$ cat config.mk
export PLATFORM = sky130hd
export DESIGN_NAME = id_ex_hazard_reg_flat
export DESIGN_NICKNAME = d
export VERILOG_FILES = /design/src/rtl/id_ex_hazard_if.sv /design/src/rtl/id_ex_hazard_reg.sv /design/src/flat_wrapper.sv
export SDC_FILE = /design/constraint.sdc
export NUM_CORES = 1
export LEC_CHECK = 0
export CAP_MARGIN = 15
export CELL_PAD_IN_SITES_DETAIL_PLACEMENT = 1
export CELL_PAD_IN_SITES_GLOBAL_PLACEMENT = 1
export CORE_MARGIN = 1.5
export CORE_UTILIZATION = 31
export CTS_CLUSTER_SIZE = 24
export DETAILED_ROUTE_END_ITERATION = 10
export HOLD_SLACK_MARGIN = 0.12
export PLACE_DENSITY_LB_ADDON = 0.1
export SLEW_MARGIN = 20
export SYNTH_ARGS = -nofsm -noshare
export SYNTH_HDL_FRONTEND = slang
export SYNTH_SLANG_ARGS = --single-unit
$ cat constraint.sdc
create_clock -name clk -period 7.6 [get_ports clk]
set_clock_uncertainty 0.2 [all_clocks]
set_input_delay 1.52 -clock clk [delete_from_list [all_inputs] [get_ports clk]]
set_output_delay 1.52 -clock clk [all_outputs]
set_load 0.1 [all_outputs]
$ cat src/rtl/id_ex_hazard_if.sv
// Decode-to-execute bundle for the ID/EX pipeline register with load-use detection.
// The master drives the ID side; the slave is the pipeline register itself.
interface id_ex_hazard_if #(
  parameter int DATA_W = 32,
  parameter int CNT_W  = 16
);
  logic [4:0]        IF_ID_Rs;
  logic [4:0]        IF_ID_Rt;
  logic [4:0]        ID_Rd;
  logic              ID_RegWrite;
  logic              ID_MemRead;
  logic              ID_MemWrite;
  logic              ID_MemtoReg;
  logic              ID_ALUSrc;
  logic [3:0]        ID_ALUOp;
  logic [DATA_W-1:0] ID_Data1;
  logic [DATA_W-1:0] ID_Data2;
  logic [DATA_W-1:0] ID_Imm;
  logic              Flush;
  logic              Freeze;

  logic [4:0]        ID_EX_Rs;
  logic [4:0]        ID_EX_Rt;
  logic [4:0]        ID_EX_Rd;
  logic              ID_EX_RegWrite;
  logic              ID_EX_MemRead;
  logic              ID_EX_MemWrite;
  logic              ID_EX_MemtoReg;
  logic              ID_EX_ALUSrc;
  logic [3:0]        ID_EX_ALUOp;
  logic [DATA_W-1:0] ID_EX_Data1;
  logic [DATA_W-1:0] ID_EX_Data2;
  logic [DATA_W-1:0] ID_EX_Imm;
  logic              PC_Write;
  logic              IF_ID_Write;
  logic              Hazard;
  logic [CNT_W-1:0]  Bubble_Cnt;

  modport master (
    output IF_ID_Rs, IF_ID_Rt, ID_Rd,
    output ID_RegWrite, ID_MemRead, ID_MemWrite, ID_MemtoReg, ID_ALUSrc, ID_ALUOp,
    output ID_Data1, ID_Data2, ID_Imm, Flush, Freeze,
    input  ID_EX_Rs, ID_EX_Rt, ID_EX_Rd,
    input  ID_EX_RegWrite, ID_EX_MemRead, ID_EX_MemWrite, ID_EX_MemtoReg, ID_EX_ALUSrc,
    input  ID_EX_ALUOp, ID_EX_Data1, ID_EX_Data2, ID_EX_Imm,
    input  PC_Write, IF_ID_Write, Hazard, Bubble_Cnt
  );

  modport slave (
    input  IF_ID_Rs, IF_ID_Rt, ID_Rd,
    input  ID_RegWrite, ID_MemRead, ID_MemWrite, ID_MemtoReg, ID_ALUSrc, ID_ALUOp,
    input  ID_Data1, ID_Data2, ID_Imm, Flush, Freeze,
    output ID_EX_Rs, ID_EX_Rt, ID_EX_Rd,
    output ID_EX_RegWrite, ID_EX_MemRead, ID_EX_MemWrite, ID_EX_MemtoReg, ID_EX_ALUSrc,
    output ID_EX_ALUOp, ID_EX_Data1, ID_EX_Data2, ID_EX_Imm,
    output PC_Write, IF_ID_Write, Hazard, Bubble_Cnt
  );
endinterface

$ cat src/rtl/id_ex_hazard_reg.sv
// ID/EX pipeline register with load-use stall and bubble injection.
// Define LOAD_USE_DETECT_EN to enable hazard detection; otherwise only Flush/Freeze act.
module id_ex_hazard_reg #(
  parameter int DATA_W = 32,
  parameter int CNT_W  = 16
) (
  input logic           clk,
  input logic           reset,
  id_ex_hazard_if.slave bus
);

  typedef struct packed {
    logic [4:0]        rs;
    logic [4:0]        rt;
    logic [4:0]        rd;
    logic              reg_write;
    logic              mem_read;
    logic              mem_write;
    logic              mem_to_reg;
    logic              alu_src;
    logic [3:0]        alu_op;
    logic [DATA_W-1:0] data1;
    logic [DATA_W-1:0] data2;
    logic [DATA_W-1:0] imm;
  } ex_t;

  localparam logic [0:0] ST_RUN   = 1'b0;
  localparam logic [0:0] ST_STALL = 1'b1;

  ex_t              ex_q;
  ex_t              id_d;
  logic [0:0]       state;
  logic [CNT_W-1:0] bubble_cnt_q;
  logic             hazard;
  logic             hazard_bubble;

  always_comb begin
    id_d            = '0;
    id_d.rs         = bus.IF_ID_Rs;
    id_d.rt         = bus.IF_ID_Rt;
    id_d.rd         = bus.ID_Rd;
    id_d.reg_write  = bus.ID_RegWrite;
    id_d.mem_read   = bus.ID_MemRead;
    id_d.mem_write  = bus.ID_MemWrite;
    id_d.mem_to_reg = bus.ID_MemtoReg;
    id_d.alu_src    = bus.ID_ALUSrc;
    id_d.alu_op     = bus.ID_ALUOp;
    id_d.data1      = bus.ID_Data1;
    id_d.data2      = bus.ID_Data2;
    id_d.imm        = bus.ID_Imm;
  end

`ifdef LOAD_USE_DETECT_EN
  // A load in EX whose destination feeds the instruction in ID cannot be forwarded in time.
  assign hazard = ~bus.Freeze & ex_q.mem_read & (ex_q.rd != 5'd0) &
                  ((ex_q.rd == bus.IF_ID_Rs) | (ex_q.rd == bus.IF_ID_Rt));
`else
  logic unused_if_id;
  assign unused_if_id = ^{bus.IF_ID_Rs, bus.IF_ID_Rt};
  assign hazard       = 1'b0;
`endif

  // A redirect refetches anyway, so a simultaneous flush suppresses the stall.
  assign hazard_bubble   = hazard & ~bus.Flush;
  assign bus.Hazard      = hazard;
  assign bus.PC_Write    = ~bus.Freeze & ~hazard_bubble;
  assign bus.IF_ID_Write = ~bus.Freeze & ~hazard_bubble;

  // NOTE: sequential state uses non-blocking assignments so every register samples
  // pre-edge values; all-zero reset doubles as a valid bubble in EX.
  always_ff @(posedge clk or posedge reset) begin
    if (reset) begin
      ex_q         <= '0;
      state        <= ST_RUN;
      bubble_cnt_q <= '0;
    end else if (!bus.Freeze) begin
      if (bus.Flush || hazard) ex_q <= '0;
      else                     ex_q <= id_d;

      case (state)
        ST_RUN:   if (hazard_bubble) state <= ST_STALL;
        ST_STALL: state <= ST_RUN;
        default:  state <= ST_RUN;
      endcase

      if (hazard_bubble && (bubble_cnt_q != '1)) bubble_cnt_q <= bubble_cnt_q + 1'b1;
    end
  end

  assign bus.ID_EX_Rs       = ex_q.rs;
  assign bus.ID_EX_Rt       = ex_q.rt;
  assign bus.ID_EX_Rd       = ex_q.rd;
  assign bus.ID_EX_RegWrite = ex_q.reg_write;
  assign bus.ID_EX_MemRead  = ex_q.mem_read;
  assign bus.ID_EX_MemWrite = ex_q.mem_write;
  assign bus.ID_EX_MemtoReg = ex_q.mem_to_reg;
  assign bus.ID_EX_ALUSrc   = ex_q.alu_src;
  assign bus.ID_EX_ALUOp    = ex_q.alu_op;
  assign bus.ID_EX_Data1    = ex_q.data1;
  assign bus.ID_EX_Data2    = ex_q.data2;
  assign bus.ID_EX_Imm      = ex_q.imm;
  assign bus.Bubble_Cnt     = bubble_cnt_q;

endmodule

$ cat src/flat_wrapper.sv
// flat-port wrapper written by rule: the top's interface ports become plain ports
module id_ex_hazard_reg_flat 
#(
  parameter int DATA_W = 32,
  parameter int CNT_W  = 16
)
  (clk, reset, bus_IF_ID_Rs, bus_IF_ID_Rt, bus_ID_Rd, bus_ID_RegWrite, bus_ID_MemRead, bus_ID_MemWrite, bus_ID_MemtoReg, bus_ID_ALUSrc, bus_ID_ALUOp, bus_ID_Data1, bus_ID_Data2, bus_ID_Imm, bus_Flush, bus_Freeze, bus_ID_EX_Rs, bus_ID_EX_Rt, bus_ID_EX_Rd, bus_ID_EX_RegWrite, bus_ID_EX_MemRead, bus_ID_EX_MemWrite, bus_ID_EX_MemtoReg, bus_ID_EX_ALUSrc, bus_ID_EX_ALUOp, bus_ID_EX_Data1, bus_ID_EX_Data2, bus_ID_EX_Imm, bus_PC_Write, bus_IF_ID_Write, bus_Hazard, bus_Bubble_Cnt);
  id_ex_hazard_if #(.DATA_W(DATA_W), .CNT_W(CNT_W)) bus_i ();
  input logic clk;
  input logic reset;
  input wire logic [$bits(bus_i.IF_ID_Rs)-1:0] bus_IF_ID_Rs;
  input wire logic [$bits(bus_i.IF_ID_Rt)-1:0] bus_IF_ID_Rt;
  input wire logic [$bits(bus_i.ID_Rd)-1:0] bus_ID_Rd;
  input wire logic [$bits(bus_i.ID_RegWrite)-1:0] bus_ID_RegWrite;
  input wire logic [$bits(bus_i.ID_MemRead)-1:0] bus_ID_MemRead;
  input wire logic [$bits(bus_i.ID_MemWrite)-1:0] bus_ID_MemWrite;
  input wire logic [$bits(bus_i.ID_MemtoReg)-1:0] bus_ID_MemtoReg;
  input wire logic [$bits(bus_i.ID_ALUSrc)-1:0] bus_ID_ALUSrc;
  input wire logic [$bits(bus_i.ID_ALUOp)-1:0] bus_ID_ALUOp;
  input wire logic [$bits(bus_i.ID_Data1)-1:0] bus_ID_Data1;
  input wire logic [$bits(bus_i.ID_Data2)-1:0] bus_ID_Data2;
  input wire logic [$bits(bus_i.ID_Imm)-1:0] bus_ID_Imm;
  input wire logic [$bits(bus_i.Flush)-1:0] bus_Flush;
  input wire logic [$bits(bus_i.Freeze)-1:0] bus_Freeze;
  output wire logic [$bits(bus_i.ID_EX_Rs)-1:0] bus_ID_EX_Rs;
  output wire logic [$bits(bus_i.ID_EX_Rt)-1:0] bus_ID_EX_Rt;
  output wire logic [$bits(bus_i.ID_EX_Rd)-1:0] bus_ID_EX_Rd;
  output wire logic [$bits(bus_i.ID_EX_RegWrite)-1:0] bus_ID_EX_RegWrite;
  output wire logic [$bits(bus_i.ID_EX_MemRead)-1:0] bus_ID_EX_MemRead;
  output wire logic [$bits(bus_i.ID_EX_MemWrite)-1:0] bus_ID_EX_MemWrite;
  output wire logic [$bits(bus_i.ID_EX_MemtoReg)-1:0] bus_ID_EX_MemtoReg;
  output wire logic [$bits(bus_i.ID_EX_ALUSrc)-1:0] bus_ID_EX_ALUSrc;
  output wire logic [$bits(bus_i.ID_EX_ALUOp)-1:0] bus_ID_EX_ALUOp;
  output wire logic [$bits(bus_i.ID_EX_Data1)-1:0] bus_ID_EX_Data1;
  output wire logic [$bits(bus_i.ID_EX_Data2)-1:0] bus_ID_EX_Data2;
  output wire logic [$bits(bus_i.ID_EX_Imm)-1:0] bus_ID_EX_Imm;
  output wire logic [$bits(bus_i.PC_Write)-1:0] bus_PC_Write;
  output wire logic [$bits(bus_i.IF_ID_Write)-1:0] bus_IF_ID_Write;
  output wire logic [$bits(bus_i.Hazard)-1:0] bus_Hazard;
  output wire logic [$bits(bus_i.Bubble_Cnt)-1:0] bus_Bubble_Cnt;
  assign bus_i.IF_ID_Rs = bus_IF_ID_Rs;
  assign bus_i.IF_ID_Rt = bus_IF_ID_Rt;
  assign bus_i.ID_Rd = bus_ID_Rd;
  assign bus_i.ID_RegWrite = bus_ID_RegWrite;
  assign bus_i.ID_MemRead = bus_ID_MemRead;
  assign bus_i.ID_MemWrite = bus_ID_MemWrite;
  assign bus_i.ID_MemtoReg = bus_ID_MemtoReg;
  assign bus_i.ID_ALUSrc = bus_ID_ALUSrc;
  assign bus_i.ID_ALUOp = bus_ID_ALUOp;
  assign bus_i.ID_Data1 = bus_ID_Data1;
  assign bus_i.ID_Data2 = bus_ID_Data2;
  assign bus_i.ID_Imm = bus_ID_Imm;
  assign bus_i.Flush = bus_Flush;
  assign bus_i.Freeze = bus_Freeze;
  assign bus_ID_EX_Rs = bus_i.ID_EX_Rs;
  assign bus_ID_EX_Rt = bus_i.ID_EX_Rt;
  assign bus_ID_EX_Rd = bus_i.ID_EX_Rd;
  assign bus_ID_EX_RegWrite = bus_i.ID_EX_RegWrite;
  assign bus_ID_EX_MemRead = bus_i.ID_EX_MemRead;
  assign bus_ID_EX_MemWrite = bus_i.ID_EX_MemWrite;
  assign bus_ID_EX_MemtoReg = bus_i.ID_EX_MemtoReg;
  assign bus_ID_EX_ALUSrc = bus_i.ID_EX_ALUSrc;
  assign bus_ID_EX_ALUOp = bus_i.ID_EX_ALUOp;
  assign bus_ID_EX_Data1 = bus_i.ID_EX_Data1;
  assign bus_ID_EX_Data2 = bus_i.ID_EX_Data2;
  assign bus_ID_EX_Imm = bus_i.ID_EX_Imm;
  assign bus_PC_Write = bus_i.PC_Write;
  assign bus_IF_ID_Write = bus_i.IF_ID_Write;
  assign bus_Hazard = bus_i.Hazard;
  assign bus_Bubble_Cnt = bus_i.Bubble_Cnt;
  id_ex_hazard_reg #(.DATA_W(DATA_W), .CNT_W(CNT_W)) u_core (.clk(clk), .reset(reset), .bus(bus_i));
endmodule
==> flow_metrics.py <==
metrics = {
    "clock_tree": {
        "path_clk_slew_ps": 50,
        "cts_buffers": 17,
        "numClockSinks": 120,
        "clock_latency_ps": 410,
        "root_buffer": "clkbuf_16",
        "cts_tree": "built",
        "postCtsHoldBufs": 0,
        "ctsResizeCount": 0,
        "cts_buffer_depth": 2,
        "h-tree-depth": 4,
        "cts_setup_buffers": 0,
    },
    "die": {
        "ios": 263,
        "core_area_um2": 13900,
        "fp.dieArea_um2": 15000,
        "placementRows": 43,
        "die_w_um": 123,
        "start_util": 0.318,
        "dieHeight_um": 123,
    },
    "critical_path": {
        "end_kind": "output pin",
        "slowest_stage": "clkdlybuf4s50_1",
        "crit_arrival_ps": 3260,
        "reg2reg_depth": 1,
        "crit_fanout": 62,
        "cp_data_required_time_ps": 5880,
        "critical_path.max_stage_delay_ps": 1010,
        "r2r_slack_ps": 6640,
        "cp_cell_sequence": "buf_4 -> inv_1 -> clkdlybuf4s50_1",
        "critical_path_buf_inv_count": 3,
        "crit_path_start_kind": "input pin",
        "r2r-start": "u_core.bus.ID_EX_Rd[1]$_DFFE_PP0N_",
        "path_class": "input pin to output pin",
        "rr_endpoint": "u_core.bus.ID_EX_Rd[1]$_DFFE_PP0N_",
        "critical-path-top-delay-family": "buffers and inverters",
    },
    "sta": {
        "hold_viol": 0,
        "fin_tns_setup_ps": 0,
        "rsz0062_at_grt": "no",
        "finalMaxSlewViolations": 0,
        "worst_pin_slew_ps": 1030,
        "min_period_ps": 4980,
        "slew_headroom": 0.311,
        "fin_crit_sh": 0.655,
        "fmax_ghz": 0.201,
        "holdWs_ps": 303,
        "setup_viol": 0,
    },
    "cells_and_area": {
        "nets": 654,
        "regArea_um2": 3000,
        "multi_input_area_um2": 1130,
        "syn_to_final_growth_pct": 69.7,
        "post-route-util": 0.539,
        "fillers": 1391,
        "n_antenna_cell": 0,
        "drive_above_1_share": 0.0663,
        "layout_commonest_cell": "clkdlybuf4s50_1",
        "layout_common_cells": "244 x clkdlybuf4s50_1, 120 x dfrtp_1, 119 x a22o_1",
    },
    "routing": {
        "dr.pass1.iters": 4,
        "routed_wl_mm": 13.6,
        "drt_iter0_drc": 157,
        "viasPerCell": 4.83,
        "drc": 0,
        "vias": 3495,
        "ant_nets": 0,
        "wire_per_inst_um": 18.8,
    },
    "placed_design": {
        "gp_congestion": 0.739,
        "dpl.hpwl_mm": 9.31,
        "port_buffers": 245,
    },
    "global_routing": {
        "grt_antenna_before_repair": 0,
        "grt_start_max_net_pins": 70,
        "track_usage": 0.185,
        "grt_pass1_wl_mm": 20.6,
        "grt_pass1_vias": 3729,
        "gr-total-overflow": 0,
    },
    "yosys": {
        "synth_seq_area_share": 0.678,
        "synth_area_um2": 4430,
        "synth_cells": 291,
        "avgSynthCellArea_um2": 15.2,
        "netlist-cell-type-count": 12,
        "synth-seq-cells": 120,
        "ys_warn_count": 0,
    },
    "run_status": {
        "status": "completed",
    },
    "power_and_ir_drop": {
        "irDropWorstVdd_mv": 0.165,
        "p_sw_frac": 0.354,
        "combinationalPowerShare": 0.297,
        "p_sw_uw": 797,
        "seqPwrFrac": 0.318,
        "p_per_area_nw_per_um2": 300,
        "clockPowerShare": 0.385,
        "internal_power_uw": 1460,
        "p_leak_uw": 0.00335,
    },
    "run": {
        "cap_violations": 0,
    },
    "hold_path": {
        "whs_endpoint": "u_core.bus.ID_EX_Data1[29]$_DFFE_PP0N_",
        "hold_depth": 1,
        "hp-class": "flip-flop to flip-flop",
        "min_from": "u_core.bus.ID_EX_Data1[29]$_DFFE_PP0N_",
    },
}
-- cell families (layout without fill, tap and decap cells) --
family          count (synthesis)  after routing  synth area share
flops                         120            120             0.678
compound gates                120            120             0.237
other cells                     1             17          0.000847
buf+inv                        47            283            0.0797
simple gates                    3              3           0.00480
-- cells in the mapped netlist --
library cell / instances / area [µm²]
a22o_1: 119 / 1040
nor2_4: 1 / 11.3
o21ai_0: 1 / 5.00
clkbuf_1: 4 / 15.0
buf_2: 9 / 45.0
nand2b_1: 1 / 6.26
dfrtp_1: 120 / 3000
nand2_1: 1 / 3.75
inv_1: 2 / 7.51
conb_1: 1 / 3.75
buf_4: 20 / 150
buf_6: 12 / 135
-- metal layers --
metal,track usage,vias to the layer above,share of wire
li1,-,1544,-
met1,0.229,1747,0.42
met2,0.278,181,0.46
met3,0.0836,23,0.11
met4,0.0799,0,0.022
met5,0,-,0
-- sequential cells by signal, summed over array words and instances, names as in the netlist --
| name | flops |
|---|---|
| u_core.bus.ID_EX_RegWrite | 1 |
| u_core.bus.ID_EX_MemRead | 1 |
| u_core.bus.ID_EX_Imm | 32 |
| u_core.bus.ID_EX_Data2 | 32 |
| u_core.bus.ID_EX_Data1 | 32 |
| u_core.bus.ID_EX_MemWrite | 1 |
| u_core.bus.ID_EX_Rd | 5 |
| u_core.bus.ID_EX_ALUOp | 4 |
| u_core.bus.ID_EX_MemtoReg | 1 |
| u_core.bus.ID_EX_ALUSrc | 1 |
| u_core.bus.ID_EX_Rs | 5 |
| u_core.bus.ID_EX_Rt | 5 |
-- worst max path at each step --
stage	endpoint	from	slack (ps)	cells after the start
final	bus_PC_Write	bus_Freeze	2620	3
after global routing	bus_PC_Write	bus_Freeze	2540	3
after CTS	bus_PC_Write	bus_Freeze	2640	3
after detailed placement	bus_PC_Write	bus_Freeze	2630	3
after global placement	bus_PC_Write	bus_Freeze	2640	3
after floorplan	u_core.bus.ID_EX_ALUOp[0]$_DFFE_PP0N_	reset	2690	1
-- power groups by stage --
stage	registers, µW	clock network [µW]	logic, µW
floorplan	1090	0	126
global placement	725	0	667
detailed placement	727	0	673
CTS	717	889	674
global route	723	915	690
finish	717	867	669
-- area by class of cell --
class                   count  share of cell area
clock inverters             7              0.0183
inverters                   2             0.00133
multi-input cells         140               0.151
clock buffers              25              0.0673
repair buffers            249               0.333
well taps                 180              0.0300
flip-flops and latches    120               0.400
-- per-stage QoR --
step	power [µW]	instances	worst slack, ps	instance area [µm²]
floorplan	1210	307	2690	4490
global placement	1390	690	2640	6840
detailed placement	1400	691	2630	6870
CTS	2280	723	2640	7510
global route	2330	723	2540	7510
finish	2250	723	2620	7510
Note: power is estimated with default switching activity, not from simulation.
